**config.mk**
```make
export PLATFORM = sky130hd
export DESIGN_NAME = sccb_init_ctrl
export DESIGN_NICKNAME = d
export VERILOG_FILES = /design/src/rtl/sccb_init_ctrl.sv
export SDC_FILE = /design/constraint.sdc
export NUM_CORES = 1
export LEC_CHECK = 0
export ABC_AREA = 1
export BUFFER_PORTS_ARGS = -buffer_cell sky130_fd_sc_hd__buf_2
export CORE_ASPECT_RATIO = 0.9
export CORE_MARGIN = 4
export CORE_UTILIZATION = 45
export CTS_CLUSTER_SIZE = 14
export DETAILED_ROUTE_END_ITERATION = 12
export PLACE_DENSITY = 0.71
export SYNTH_ARGS = -nofsm -noshare
export SYNTH_HDL_FRONTEND = slang
export SYNTH_SLANG_ARGS = --single-unit
```
**constraint.sdc**
```tcl
create_clock -name clk_25m -period 8.25 [get_ports clk_25m]
set_clock_uncertainty 0.05 [all_clocks]
set_input_delay 1.65 -clock clk_25m [delete_from_list [all_inputs] [get_ports clk_25m]]
set_output_delay 1.65 -clock clk_25m [all_outputs]
set_load 0.02 [all_outputs]
```
**src/rtl/sccb_init_ctrl.sv**
```systemverilog
// sccb_init_ctrl: SCCB master that plays a camera init table out of an external ROM.
// Each ROM entry is {reg_addr, data}; a reg_addr of all ones is a delay of data ms.
// Optional feature macro: SCCB_ACK_CHECK_EN (check slave ACKs, retry NACKed entries).
// nack_err and err_idx read as zero when the macro is not defined.
module sccb_init_ctrl #(
  parameter int         CLK_FREQ_HZ = 25_000_000,
  parameter int         SCL_FREQ_HZ = 100_000,
  parameter logic [6:0] DEV_ADDR    = 7'h21,
  parameter int         REG_ADDR_W  = 8,
  parameter int         NUM_REGS    = 64,
  parameter int         RETRY_MAX   = 2
) (
  input  logic                        clk_25m,
  input  logic                        rst_n,
  input  logic                        start,
  output logic [$clog2(NUM_REGS)-1:0] rom_addr,
  input  logic [REG_ADDR_W+7:0]       rom_data,
  output logic                        scl,
  output logic                        sda_oe,
  input  logic                        sda_i,
  output logic                        busy,
  output logic                        init_done,
  output logic                        nack_err,
  output logic [$clog2(NUM_REGS)-1:0] err_idx
);

  localparam int AW        = $clog2(NUM_REGS);
  localparam int QDIV_RAW  = CLK_FREQ_HZ / (4 * SCL_FREQ_HZ);
  localparam int QDIV      = (QDIV_RAW < 1) ? 1 : QDIV_RAW;
  localparam int MS_CYCLES = CLK_FREQ_HZ / 1000;
  localparam int NBYTES    = 2 + REG_ADDR_W / 8;
  localparam int FW        = 8 * NBYTES;

  typedef enum logic [3:0] {
    S_IDLE, S_LOAD, S_LATCH, S_DELAY, S_START, S_BYTE,
    S_STOP, S_GAP, S_NEXT, S_DONE, S_ERR
  } state_t;

  state_t        state;
  logic [31:0]   tick_cnt;
  logic          tick;
  logic [FW-1:0] frame_sr;
  logic [3:0]    bit_cnt;
  logic [2:0]    byte_cnt;
  logic [1:0]    q;
  logic [31:0]   delay_cnt;
  logic          abort;

`ifdef SCCB_ACK_CHECK_EN
  logic          nack_flag;
  logic [7:0]    retry_cnt;
  logic          nack_err_r;
  logic [AW-1:0] err_idx_r;

  assign abort    = nack_flag;
  assign nack_err = nack_err_r;
  assign err_idx  = err_idx_r;
`else
  logic unused_sda;

  assign unused_sda = sda_i;
  assign abort      = 1'b0;
  assign nack_err   = 1'b0;
  assign err_idx    = '0;
`endif

  // Quarter-bit tick generator, free-running only while a sequence is active
  always_ff @(posedge clk_25m) begin
    if (!rst_n || !busy)
      tick_cnt <= '0;
    else if (tick_cnt == 32'(QDIV - 1))
      tick_cnt <= '0;
    else
      tick_cnt <= tick_cnt + 32'd1;
  end

  assign tick = busy && (tick_cnt == 32'(QDIV - 1));

  // Sequencer: walks the ROM, frames each entry as START/bytes/STOP and drives the pads
  always_ff @(posedge clk_25m) begin
    if (!rst_n) begin
      state     <= S_IDLE;
      scl       <= 1'b1;
      sda_oe    <= 1'b0;
      busy      <= 1'b0;
      init_done <= 1'b0;
      rom_addr  <= '0;
      frame_sr  <= '0;
      bit_cnt   <= '0;
      byte_cnt  <= '0;
      q         <= '0;
      delay_cnt <= '0;
`ifdef SCCB_ACK_CHECK_EN
      nack_flag  <= 1'b0;
      retry_cnt  <= '0;
      nack_err_r <= 1'b0;
      err_idx_r  <= '0;
`endif
    end else begin
      case (state)
        S_IDLE, S_DONE, S_ERR: begin
          if (start) begin
            rom_addr  <= '0;
            busy      <= 1'b1;
            init_done <= 1'b0;
`ifdef SCCB_ACK_CHECK_EN
            nack_flag  <= 1'b0;
            retry_cnt  <= '0;
            nack_err_r <= 1'b0;
`endif
            state <= S_LOAD;
          end
        end
        S_LOAD: state <= S_LATCH;
        S_LATCH: begin
          frame_sr  <= {DEV_ADDR, 1'b0, rom_data};
          delay_cnt <= 32'(rom_data[7:0]) * 32'(MS_CYCLES);
          q         <= '0;
          if (rom_data[REG_ADDR_W+7:8] == '1)
            state <= S_DELAY;
          else
            state <= S_START;
        end
        S_DELAY: begin
          if (delay_cnt == 32'd0)
            state <= S_NEXT;
          else
            delay_cnt <= delay_cnt - 32'd1;
        end
        S_START: begin
          if (tick) begin
            if (q == 2'd0) begin
              sda_oe <= 1'b1;
              q      <= 2'd1;
            end else begin
              scl      <= 1'b0;
              q        <= 2'd0;
              bit_cnt  <= '0;
              byte_cnt <= '0;
              state    <= S_BYTE;
            end
          end
        end
        S_BYTE: begin
          if (tick) begin
            q <= q + 2'd1;
            case (q)
              2'd0: begin
                scl    <= 1'b0;
                sda_oe <= (bit_cnt == 4'd8) ? 1'b0 : ~frame_sr[FW-1];
              end
              2'd1: scl <= 1'b0;
              2'd2: begin
                scl <= 1'b1;
`ifdef SCCB_ACK_CHECK_EN
                if (bit_cnt == 4'd8 && sda_i)
                  nack_flag <= 1'b1;
`endif
              end
              default: begin
                scl <= 1'b1;
                if (bit_cnt == 4'd8) begin
                  bit_cnt  <= '0;
                  byte_cnt <= byte_cnt + 3'd1;
                  if (byte_cnt == 3'(NBYTES - 1) || abort)
                    state <= S_STOP;
                end else begin
                  bit_cnt  <= bit_cnt + 4'd1;
                  frame_sr <= {frame_sr[FW-2:0], 1'b0};
                end
              end
            endcase
          end
        end
        S_STOP: begin
          if (tick) begin
            case (q)
              2'd0: begin
                scl    <= 1'b0;
                sda_oe <= 1'b1;
                q      <= 2'd1;
              end
              2'd1: begin
                scl <= 1'b1;
                q   <= 2'd2;
              end
              default: begin
                sda_oe <= 1'b0;
                q      <= 2'd0;
                state  <= S_GAP;
              end
            endcase
          end
        end
        S_GAP: begin
          if (tick) begin
            q <= q + 2'd1;
            if (q == 2'd3) begin
`ifdef SCCB_ACK_CHECK_EN
              if (nack_flag) begin
                nack_flag <= 1'b0;
                if (retry_cnt == 8'(RETRY_MAX)) begin
                  nack_err_r <= 1'b1;
                  err_idx_r  <= rom_addr;
                  busy       <= 1'b0;
                  retry_cnt  <= '0;
                  state      <= S_ERR;
                end else begin
                  retry_cnt <= retry_cnt + 8'd1;
                  state     <= S_LOAD;
                end
              end else begin
                retry_cnt <= '0;
                state     <= S_NEXT;
              end
`else
              state <= S_NEXT;
`endif
            end
          end
        end
        S_NEXT: begin
          if (rom_addr == AW'(NUM_REGS - 1)) begin
            busy      <= 1'b0;
            init_done <= 1'b1;
            state     <= S_DONE;
          end else begin
            rom_addr <= rom_addr + AW'(1);
            state    <= S_LOAD;
          end
        end
        default: state <= S_IDLE;
      endcase
    end
  end

endmodule
```
== Word level (Yosys, flattened, before mapping) ==
Cells that the tools add are included.
Word-level totals
  register bits after elaboration: 111
  bits in latches: 0
  RAM bits: 0
  ROM bits: 0
  input bits: 20
  logic and storage cells: 150
  memories: 0
Cells by class
  add/sub/neg operators: 6
  multipliers: 1
  divide/modulo/power cells: 0
  magnitude comparators: 0
  equality and inequality tests: 39
  shift operators: 0
  multiplexer cells: 63
  bitwise operators: 1
  reductions and logical operators: 28
Operators by type and width (count)
  24-bit two-way mux: 3
  4-bit two-way mux: 18
  32-bit case mux with 2 select lines: 1
  24-bit case mux with 2 select lines: 1
  2-bit != test, second input constant: 19
  4-bit case mux with 9 select lines: 1
  32-bit by 1-bit adder with 32-bit output, second input constant: 1
  32-bit by 6-bit equality test with 1-bit output, second input constant: 1
  32-bit zero test: 1
  32-bit two-way mux: 1
  32-bit by 1-bit subtractor with 32-bit output, second input constant: 1
  8-bit by 12-bit multiplier with 20-bit output, second input constant: 1
  3-bit two-way mux: 6
  4-bit by 3-bit equality test with 1-bit output, second input constant: 4
  4-bit equality test, second input constant: 4
  1-bit two-way mux: 16
  6-bit two-way mux: 2
  6-bit case mux with 2 select lines: 1
  12-bit AND reduction: 1
  6-bit AND reduction: 2
  4-bit by 2-bit equality test with 1-bit output, second input constant: 2
  8-bit equality test, second input constant: 1
  1-bit case mux with 2 select lines: 4
  2-bit case mux with 4 select lines: 1
  32 further kinds: 45

== Longest topological paths before layout ==
Gate-level depths: netlist of run 1.
  depth in word-level cells: 6
  mapped depth: 18
  gate-level depth less buffers: 18

== Worst setup path after synthesis of run 1 ==
Ideal clock, no wire load.
  kind: in2reg
  start: input port rom_data[2]
  end: register delay_cnt[10]
  arrival time: 4.333 ns
  slack: 3.750 ns
  stages on the path: 14
  path through: ha_1 -> ha_1 -> inv_1 -> fa_1 -> inv_1 -> fa_1 -> ha_1 -> nand3_1 -> nand3_1 -> or2_2 -> nand3_1 -> o21ai_0 -> nor2_1 -> nor2_1
On the way
  longest elaborated chain between the ends: 2
RTL lines
  from (decl): line 17  | input logic [REG_ADDR_W+7:0] rom_data,
  8-bit by 12-bit multiplier with 20-bit output: line 117  | delay_cnt <= 32'(rom_data[7:0]) * 32'(MS_CYCLES);
  32-bit case mux with 2 select lines: line 100  | case (state)
  to (signal assigned): line 117
  to (signal assigned): line 128  | delay_cnt <= delay_cnt - 32'd1;
  to (decl): line 46  | logic [31:0] delay_cnt;
No other way between the ends.
A chain may end at the register's enable or synchronous reset.

== Final worst setup path of run 1 ==
  start: input port rom_data[2]
  end: register delay_cnt[15]
Same word-level chain as after synthesis.

==> impl_metrics.csv, run 1 <==
group,metric,value,unit
worst_setup_path,r2r_cells,10,
drt,post_drt_wl_per_cell,13.1,um
place,globalplace.congestion,0.925,
place,dpl.hpwl,15.0,mm
global_routing,antenna_found_initial,1,
clock_network,cts_inserted_buffers,9,
sta,tns,0,ns
place,portBuffers,28,
place,place_area,0.00852,mm2
global_routing,grt_pass1_vias,7174,
floorplanning,die-height,137,um
run,drv_cap,0,
drt,route.detailed.drc,0,
synthesis,synth.distinct_cells,47,
synthesis,synthCells,1277,
drt,drtIter0Drc,656,
worst_setup_path,cp.required,8.50,ns
power,power.density,284,mW/mm2
clock_network,clk_latency,0.36,ns
clock_network,cts_resized,0,
place,post-place-ws,3.16,ns
finish,nNetsFinal,1381,
clock_network,cts_setup_buffers,0,
min_path,holdPathStages,2,
synthesis,syn_area,0.00826,mm2
global_routing,grt_pass1_wl,34.0,mm
synthesis,yosysSeqAreaShare,0.269,
global_routing,grt_use_total,0.202,
drt,drt_pass1_iterations,8,
worst_setup_path,ff2ff_setup_slack,5.24,ns
sta,fin_crit,4.71,ns
power,p_leak,4.18,nW
outcome,status,"finished clean",
synthesis,synth-seq-cells,111,
global_routing,grt_overflow,0,
sta,slew_violations,0,
drt,routed_wl,20.1,mm
sta,setup_ws,3.54,ns
clock_network,clockBufferDepth,2,
finish,antennaDiodeCount,0,
clock_network,clock_tree.root_cell,"clkbuf_16",
drt,viasPerCell,5.16,
worst_setup_path,worst-setup-path-type,"in2reg",
sta,worstMarginPinSlew,0.855,ns
worst_setup_path,cp_max_fo,5,
sta,timing.fmax,212,MHz
floorplanning,die_area,0.0206,mm2
min_path,hp-class,"reg2reg",
drt,ant_nets,0,
sta,hold_violations,0,
floorplanning,die_w,151,um
finish,syn_to_final_growth,6.80,%
worst_setup_path,worstPathArrival,4.96,ns
finish,final_layout_size_suffix_gt1_frac,0.0690,
sta,max_slew_margin,0.430,
clock_network,htree_levels,3,
worst_setup_path,worstSetupEndpointType,"flip-flop",
finish,fillers,1839,
drt,num_vias,7892,
floorplanning,rows,46,
sta,rsz0062_at_grt,"no",
floorplanning,ios,37,
finish,design_area,0.00882,mm2
sta,timing.final.crit_share,0.571,
clock_network,cts.clk_slew.worst_paths,0.08,ns
floorplanning,core_area,0.0178,mm2
finish,final_cells,1530,
sta,setup_viol,0,
floorplanning,initial_utilization,0.463,
clock_network,cts_tree,"yes",
power,irDropWorstVdd,0.144,mV
synthesis,syn_area_per_cell,6.47,um2
worst_setup_path,worstSetupStartpointType,"primary input",
clock_network,hold_buffers,0,
place,placed_cells_incl_taps,1514,
synthesis,yosysWarnings,0,
global_routing,grt_max_degree,55,
clock_network,cts_sinks,111,
finish,fin_util,0.495,
worst paths after layout:
kind	start	end
setup / recovery	rom_data[2]	delay_cnt[15]
hold / removal	frame_sr[16]	frame_sr[16]
setup reg to reg	state[0]	delay_cnt[0]
hold reg to reg	frame_sr[16]	frame_sr[16]
sequential cells by signal, indices dropped and copies added (netlist names):
| name | cells |
|---|---|
| delay_cnt | 32 |
| tick_cnt | 32 |
| frame_sr | 24 |
| rom_addr | 6 |
| bit_cnt | 4 |
| state | 4 |
| byte_cnt | 3 |
| q | 2 |
| busy | 1 |
| init_done | 1 |
| scl | 1 |
| sda_oe | 1 |
critical path: stages:
cell     delay [ns]
buf_2          0.17
ha_1           0.35
ha_1           0.28
inv_1          0.05
fa_1           0.51
inv_1          0.06
fa_1           0.47
ha_1           0.38
nand2_1        0.07
nor2_1         0.09
nand2_1        0.05
nand3_1        0.22
nand2_1        0.11
nand3_1        0.09
nand2_1        0.05
o21ai_0        0.23
nor2_1         0.07
nor2_1         0.08
report_power, final:
group          switching (mW)  internal (mW)  total, mW
registers              0.0788          0.623      0.702
clock network           0.216          0.228      0.444
logic                   0.908          0.451       1.36
metrics by stage:
stage	power, mW	hold WS (ns)
final	2.51	0.412
after floorplan	1.78	0.383
after global placement	2.03	0.394
after CTS	2.51	0.413
after detailed placement	2.05	0.400
after global routing	2.75	0.426
layout by cell type, fill, tap and decap left out, drive strengths merged:
cell type  synthesis  final
inv              163    165
o211ai             1      1
o21bai             4      4
nor3              25     25
nand3             73     73
nand4             42     42
xor2              24     24
a31oi              1      1
xnor2              5      5
nor2             207    207
dfxtp            111    111
nand2            322    322
o21ai             65     65
nor3b              2      2
o211a              2      2
or2                9      9
clkbuf            13     11
clkinv             0      3
a31o               1      1
conb               1      7
o31ai              3      3
and2               2      2
a22o               1      1
fa                12     12
o22ai              3      3
ha                64     64
nand3b             6      6
buf               26     30
nor4               5      5
a211oi             2      2
and3               2      2
a21boi             1      1
a21oi             79     79
synthesized netlist by cell type, drive strengths merged:
| library cell | n | share of area |
|---|---|---|
| a211oi | 2 | 0.0024 |
| a21boi | 1 | 0.00091 |
| a21oi | 79 | 0.048 |
| a22o | 1 | 0.0011 |
| a31o | 1 | 0.0011 |
| a31oi | 1 | 0.00076 |
| and2 | 2 | 0.0015 |
| and3 | 2 | 0.0015 |
| buf | 26 | 0.020 |
| clkbuf | 13 | 0.0059 |
| conb | 1 | 0.00045 |
| dfxtp | 111 | 0.27 |
| fa | 12 | 0.029 |
| ha | 64 | 0.097 |
| inv | 163 | 0.074 |
| nand2 | 322 | 0.15 |
| nand3 | 73 | 0.046 |
| nand3b | 6 | 0.0055 |
| nand4 | 42 | 0.032 |
| nor2 | 207 | 0.10 |
| nor3 | 25 | 0.017 |
| nor3b | 2 | 0.0018 |
| nor4 | 5 | 0.0038 |
| o211a | 2 | 0.0024 |
| o211ai | 1 | 0.00091 |
| o21ai | 65 | 0.042 |
| o21bai | 4 | 0.0036 |
| o22ai | 3 | 0.0023 |
| o31ai | 3 | 0.0027 |
| or2 | 9 | 0.0068 |
| xnor2 | 5 | 0.0053 |
| xor2 | 24 | 0.025 |
metal layers:
metal  track usage  vias to the layer above  wire (um)  part of all wire
met5             0                        -          0                 0
met4        0.0423                        0        257             0.013
met3        0.0374                       25        980             0.049
met2         0.324                      174       9050              0.45
met1         0.285                     3571       9790              0.49
li1              -                     4122          -                 -
cell families after synthesis:
kind of cell | count (synthesis) | share of synthesized area
other | 1 | 0.000454
flip-flops | 111 | 0.269
AO/OA/AOI/OAI | 163 | 0.108
adder cells (fa/ha/maj) | 76 | 0.126
AND/OR/NAND/NOR | 695 | 0.366
buffers and inverters | 202 | 0.100
XOR/XNOR | 29 | 0.0307
layout make-up:
class                           instances  area (um2)  share of cell area
Clock buffer                           11         253              0.0286
Clock inverter                          5        48.8             0.00553
Inverter                              163         612              0.0693
Multi-Input combinational cell        970        5230               0.593
Sequential cell                       111        2220               0.252
Tap cell                              240         300              0.0340
Timing Repair Buffer                   30         155              0.0176
No activity file was read; power rests on OpenSTA's default activity.
==> run 2: changes to the inputs <==
- PLACE_DENSITY: 0.71 -> 0.74
- clock period: 8.25 -> 3.9 ns (I/O delays scaled with it)
==> run 2 against run 1 <==
Effect of this change:
- register-to-register slack worse by 4.0 ns
- die area unchanged
- routed wire length fell by 3.1%
- final cell count increased by 0.72%
- clock power up 120%
- critical path depth down 2
- setup slack worse by 3.3 ns
- design area up 0.98%
==> impl_metrics.csv, run 2 (synthesis results as in run 1) <==
group,metric,value,unit
drt,drt_pass1_iterations,7,
drt,wl_met3,796,um
sta,slew_violations,0,
finish,syn_to_final_growth,7.84,%
global_routing,grt_max_degree,55,
power,netSwitchingFraction,0.472,
sta,max_slew_margin,0.593,
floorplanning,core_area,0.0178,mm2
worst_setup_path,crit_chain,"buf_2 -> ha_1 -> ha_1 -> inv_1 -> fa_1 -> inv_1 -> fa_1 -> ha_1 -> nand3_1 -> nand3_1 -> nand3_1 -> nand2_1 -> nand2_1 -> nand3b_1 -> nand3_1 -> a21oi_1",
outcome,status,"finished clean",
drt,routed_wl,19.4,mm
power,switching_power,2.51,mW
worst_setup_path,path_common_cell,"nand3_1",
finish,design_area,0.00891,mm2
drt,ant_nets,0,
clock_network,cts_sinks,111,
drt,viasPerCell,5.12,
place,globalplace.congestion,0.945,
global_routing,grt_pass1_wl,33.2,mm
clock_network,clockBufferDepth,2,
finish,fin_util,0.499,
sta,fin_crit,3.61,ns
worst_setup_path,cp_num_buf_inv,3,
drt,highest_layer,"met4",
worst_setup_path,ff2ff_setup_slack,1.27,ns
min_path,hp-class,"reg2reg",
sta,timing.fmax,277,MHz
place,place_area,0.00861,mm2
clock_network,cts_resized,0,
drt,num_vias,7883,
floorplanning,initial_utilization,0.463,
sta,setup_viol,0,
global_routing,grt_use_total,0.194,
floorplanning,die-height,137,um
worst_setup_path,slowest_delay,0.50,ns
clock_network,cts_inserted_buffers,9,
clock_network,clock_tree.root_cell,"clkbuf_16",
clock_network,cts_tree,"yes",
clock_network,clk_latency,0.36,ns
worst_setup_path,worstSetupStartpointType,"primary input",
global_routing,antenna_found_initial,0,
floorplanning,ios,37,
power,power.density,596,mW/mm2
worst_setup_path,worst-setup-path-type,"in2reg",
sta,worstMarginPinSlew,0.610,ns
finish,final_layout_size_suffix_gt1_frac,0.0761,
clock_network,cts_setup_buffers,0,
drt,wl_met1,9.59,mm
global_routing,grt_pass1_vias,7225,
power,irDropWorstVdd,0.448,mV
finish,nNetsFinal,1392,
worst_setup_path,cpLargestDelayFamily,"adder cells",
place,dpl.hpwl,14.7,mm
sta,rsz0062_at_grt,"no",
power,p_leak,4.22,nW
power,p_clk_frac,0.182,
power,comb_power_share,0.538,
worst_setup_path,worstSetupEndpointType,"flip-flop",
clock_network,htree_levels,3,
worst_setup_path,cp.required,4.15,ns
power,internal-power,2.80,mW
clock_network,cts.clk_slew.worst_paths,0.08,ns
drt,dr_wl_met2,8.68,mm
finish,largest_registers,"delay_cnt: 32 flops, tick_cnt: 32 flops, frame_sr: 24 flops",
place,portBuffers,28,
finish,final_common_cell,"nand2_1",
clock_network,hold_buffers,0,
sta,hold_violations,0,
floorplanning,die_w,151,um
drt,post_drt_wl_per_cell,12.6,um
sta,holdWs,0.413,ns
floorplanning,rows,46,
global_routing,grt_overflow,0,
drt,drtIter0Drc,471,
sta,timing.final.crit_share,0.927,
worst_setup_path,critPathSlowestCell,"fa_1",
power,seqPwrFrac,0.280,
worst_setup_path,worstPathArrival,3.86,ns
finish,final_cell_mix,"nand2_1 (315), nor2_1 (196), inv_1 (156)",
worst_setup_path,cp_max_fo,5,
run,drv_cap,0,
drt,route.detailed.drc,0,
floorplanning,die_area,0.0206,mm2
finish,antennaDiodeCount,0,
## run 2: routing by layer
metal  track usage  up-vias
met5             0        -
met4        0.0529        0
met3        0.0377       27
met2         0.314      144
met1         0.266     3573
li1              -     4139
## run 2: worst min-delay path, stage by stage (launching register included)
cell     delay, ns
dfxtp_1       0.31
nand2_1       0.06
a21oi_1       0.05
## run 2: worst paths after layout
path | start | end | depth (start not counted)
worst min-delay path | frame_sr[21] | frame_sr[21] | 2
worst max register to register | state[0] | bit_cnt[1] | 9
worst min register to register | frame_sr[21] | frame_sr[21] | 2
worst max-delay path | rom_data[4] | delay_cnt[18] | 16
## run 2: area by class of cell
| class | count | area (um2) |
|---|---|---|
| multi-input cells | 970 | 5230 |
| inverters | 163 | 612 |
| clock buffers | 10 | 229 |
| well taps | 240 | 300 |
| clock inverters | 6 | 76.3 |
| flip-flops and latches | 111 | 2220 |
| repair buffers | 41 | 238 |
| fillers | 1841 | 8930 |
## run 2: through the flow
stage | total power [mW] | TNS (ns) | setup WS, ns | std cells
2_1_floorplan | 3.77 | 0 | 0.270 | 1283
3_3_place_gp | 4.28 | -0.0774 | -0.0391 | 1525
3_5_place_dp | 4.33 | -0.457 | -0.0824 | 1525
4_1_cts | 5.32 | 0 | 0.296 | 1541
5_1_grt | 5.83 | 0 | 0.0534 | 1541
6_report | 5.31 | 0 | 0.285 | 1541
## run 2: power by group through the flow
stage | sequential [mW] | combinational [mW] | clock [mW]
global route | 1.51 | 3.28 | 1.03
floorplan | 1.47 | 2.31 | 0
global placement | 1.50 | 2.78 | 0
detailed placement | 1.51 | 2.82 | 0
finish | 1.48 | 2.86 | 0.968
CTS | 1.48 | 2.84 | 0.991
==> run 3: changes to the inputs <==
--- a/config.mk
+++ b/config.mk
@@ -7,6 +7,7 @@
 export LEC_CHECK = 0
 export ABC_AREA = 1
+export ABC_CLOCK_PERIOD_IN_PS = 3900
 export BUFFER_PORTS_ARGS = -buffer_cell sky130_fd_sc_hd__buf_2
-export CORE_ASPECT_RATIO = 0.9
+export CORE_ASPECT_RATIO = 0.7
 export CORE_MARGIN = 4
 export CORE_UTILIZATION = 45
--- a/constraint.sdc
+++ b/constraint.sdc
@@ -3,3 +3,3 @@
 set_input_delay 0.78 -clock clk_25m [delete_from_list [all_inputs] [get_ports clk_25m]]
 set_output_delay 0.78 -clock clk_25m [all_outputs]
-set_load 0.02 [all_outputs]
+set_load 0.1 [all_outputs]
==> run 3 against run 2 <==
Effect of this change:
- clock power is 1% lower
- final cell count is 0.19% higher
- critical endpoint is now delay_cnt[16]
- first-iteration DRC count is 39% higher
- routed wire length is 1.9% higher
- critical path depth is 3 higher
- design area is 0.52% higher
- utilization is 0.20 points lower
- sequential cell count stayed put
- highest routed layer unchanged
- combinational power is 5% higher
- power is 2.5% higher
- worst hold slack worse by 0.0026 ns
==> impl_metrics.csv, run 3 (synthesis results as in run 1) <==
group,metric,value,unit
outcome,status,"finished clean",
drt,num_vias,7951,
finish,largest_registers,"delay_cnt: 32 flops, tick_cnt: 32 flops, frame_sr: 24 flops",
floorplanning,die_area,0.0206,mm2
drt,ant_nets,0,
place,placed_cells_incl_taps,1528,
sta,timing.final.crit_share,0.924,
sta,timing.fmax,277,MHz
worst_setup_path,worstPathArrival,3.85,ns
floorplanning,core_area,0.0180,mm2
finish,multiInputGateArea,0.00523,mm2
clock_network,clockBufferDepth,2,
finish,design_area,0.00896,mm2
finish,final_cell_mix,"nand2_1 (315), nor2_1 (196), inv_1 (156)",
finish,seq_area,0.00222,mm2
min_path,hp-class,"reg2reg",
run,drv_cap,0,
sta,holdWs,0.410,ns
global_routing,grt_max_degree,55,
clock_network,cts_resized,0,
clock_network,hold_buffers,0,
clock_network,cts_setup_buffers,0,
sta,worstMarginPinSlew,0.567,ns
place,post-place-ws,-0.0881,ns
drt,route.detailed.drc,0,
clock_network,htree_levels,3,
sta,setup_viol,0,
place,portBuffers,28,
drt,post_drt_wl_per_cell,12.8,um
power,p_leak,4.27,nW
floorplanning,initial_utilization,0.459,
drt,viasPerCell,5.15,
sta,max_slew_margin,0.622,
floorplanning,die_w,170,um
power,p_total,5.44,mW
sta,tns,0,ns
finish,fin_util,0.497,
worst_setup_path,cp.required,4.15,ns
power,power.density,608,mW/mm2
clock_network,clock_tree.root_cell,"clkbuf_16",
place,dpl.hpwl,15.2,mm
drt,drtIter0Drc,653,
finish,antennaDiodeCount,0,
finish,syn_to_final_growth,8.40,%
worst_setup_path,worstSetupStartpointType,"primary input",
drt,drt_pass1_iterations,5,
finish,final_common_cell,"nand2_1",
sta,hold_violations,0,
drt,routed_wl,19.8,mm
finish,nNetsFinal,1399,
global_routing,grt_pass1_vias,6892,
sta,rsz0062_at_grt,"no",
sta,fin_crit,3.60,ns
global_routing,grt_pass1_wl,33.4,mm
clock_network,cts.clk_slew.worst_paths,0.09,ns
worst_setup_path,ff2ff_setup_slack,1.31,ns
finish,fillers,1824,
sta,setup_ws,0.296,ns
finish,final_cells,1544,
floorplanning,die-height,121,um
clock_network,cts_sinks,111,
clock_network,cts_inserted_buffers,9,
place,place_area,0.00865,mm2
place,globalplace.congestion,0.952,
sta,slew_violations,0,
floorplanning,rows,41,
global_routing,antenna_found_initial,0,
worst_setup_path,worst-setup-path-type,"in2reg",
clock_network,cts_tree,"yes",
finish,final_layout_size_suffix_gt1_frac,0.0818,
floorplanning,ios,37,
worst_setup_path,worstSetupEndpointType,"flip-flop",
global_routing,grt_use_total,0.195,
global_routing,grt_overflow,0,
clock_network,clk_latency,0.36,ns
worst_setup_path,cp_max_fo,5,
power,irDropWorstVdd,0.394,mV
-- run 3: cell types whose count changed in the layout (fill, tap and decap cells not counted), sizes merged --
cell	previous run	this run
bufinv	1	0
inv	166	168
clkinvlp	2	0
clkinv	0	2
clkbuf	10	9
buf	41	48
-- run 3: final cells by class --
class	instances	share of cell area
clock buffer	9	0.0251
tap	236	0.0330
inverter	163	0.0683
multi-input combinational	970	0.584
timing repair buffer	48	0.0324
sequential	111	0.248
clock inverter	7	0.00880
-- run 3: worst max-delay path, cell delays in order --
cell and delay (ns):
buf_2 0.13, ha_1 0.30, ha_1 0.28, inv_1 0.05
fa_1 0.50, inv_1 0.05, fa_1 0.47, ha_1 0.37
nand3_1 0.09, nand3_1 0.13, nand2_1 0.11, nand3_1 0.13
nand2_1 0.09, nand2_1 0.06, nand2_1 0.05, nand2_1 0.05
nor2_1 0.12, nor2_1 0.05, nor2_1 0.07
-- run 3: metal layers --
layer,GRT usage,share of wire,vias to the layer above,wire (um)
met5,0,0,-,0
met3,0.0348,0.059,9,1160
met4,0.0334,0.0055,0,110
met1,0.313,0.54,3576,10700
met2,0.269,0.40,198,7890
li1,-,-,4168,-
-- run 3: final timing paths --
path | startpoint | cells past startpoint | to
max | rom_data[4] | 19 | delay_cnt[16]
min | scl | 2 | scl
max reg2reg | state[0] | 9 | bit_cnt[3]
min reg2reg | scl | 2 | scl
-- run 3: power breakdown --
group | total (mW) | internal [mW] | switching (mW) | leakage (nW)
clock network | 0.955 | 0.464 | 0.491 | 0.151
registers | 1.49 | 1.32 | 0.172 | 0.900
logic | 3.00 | 1.01 | 1.99 | 3.21
total | 5.44 | 2.79 | 2.65 | 4.27
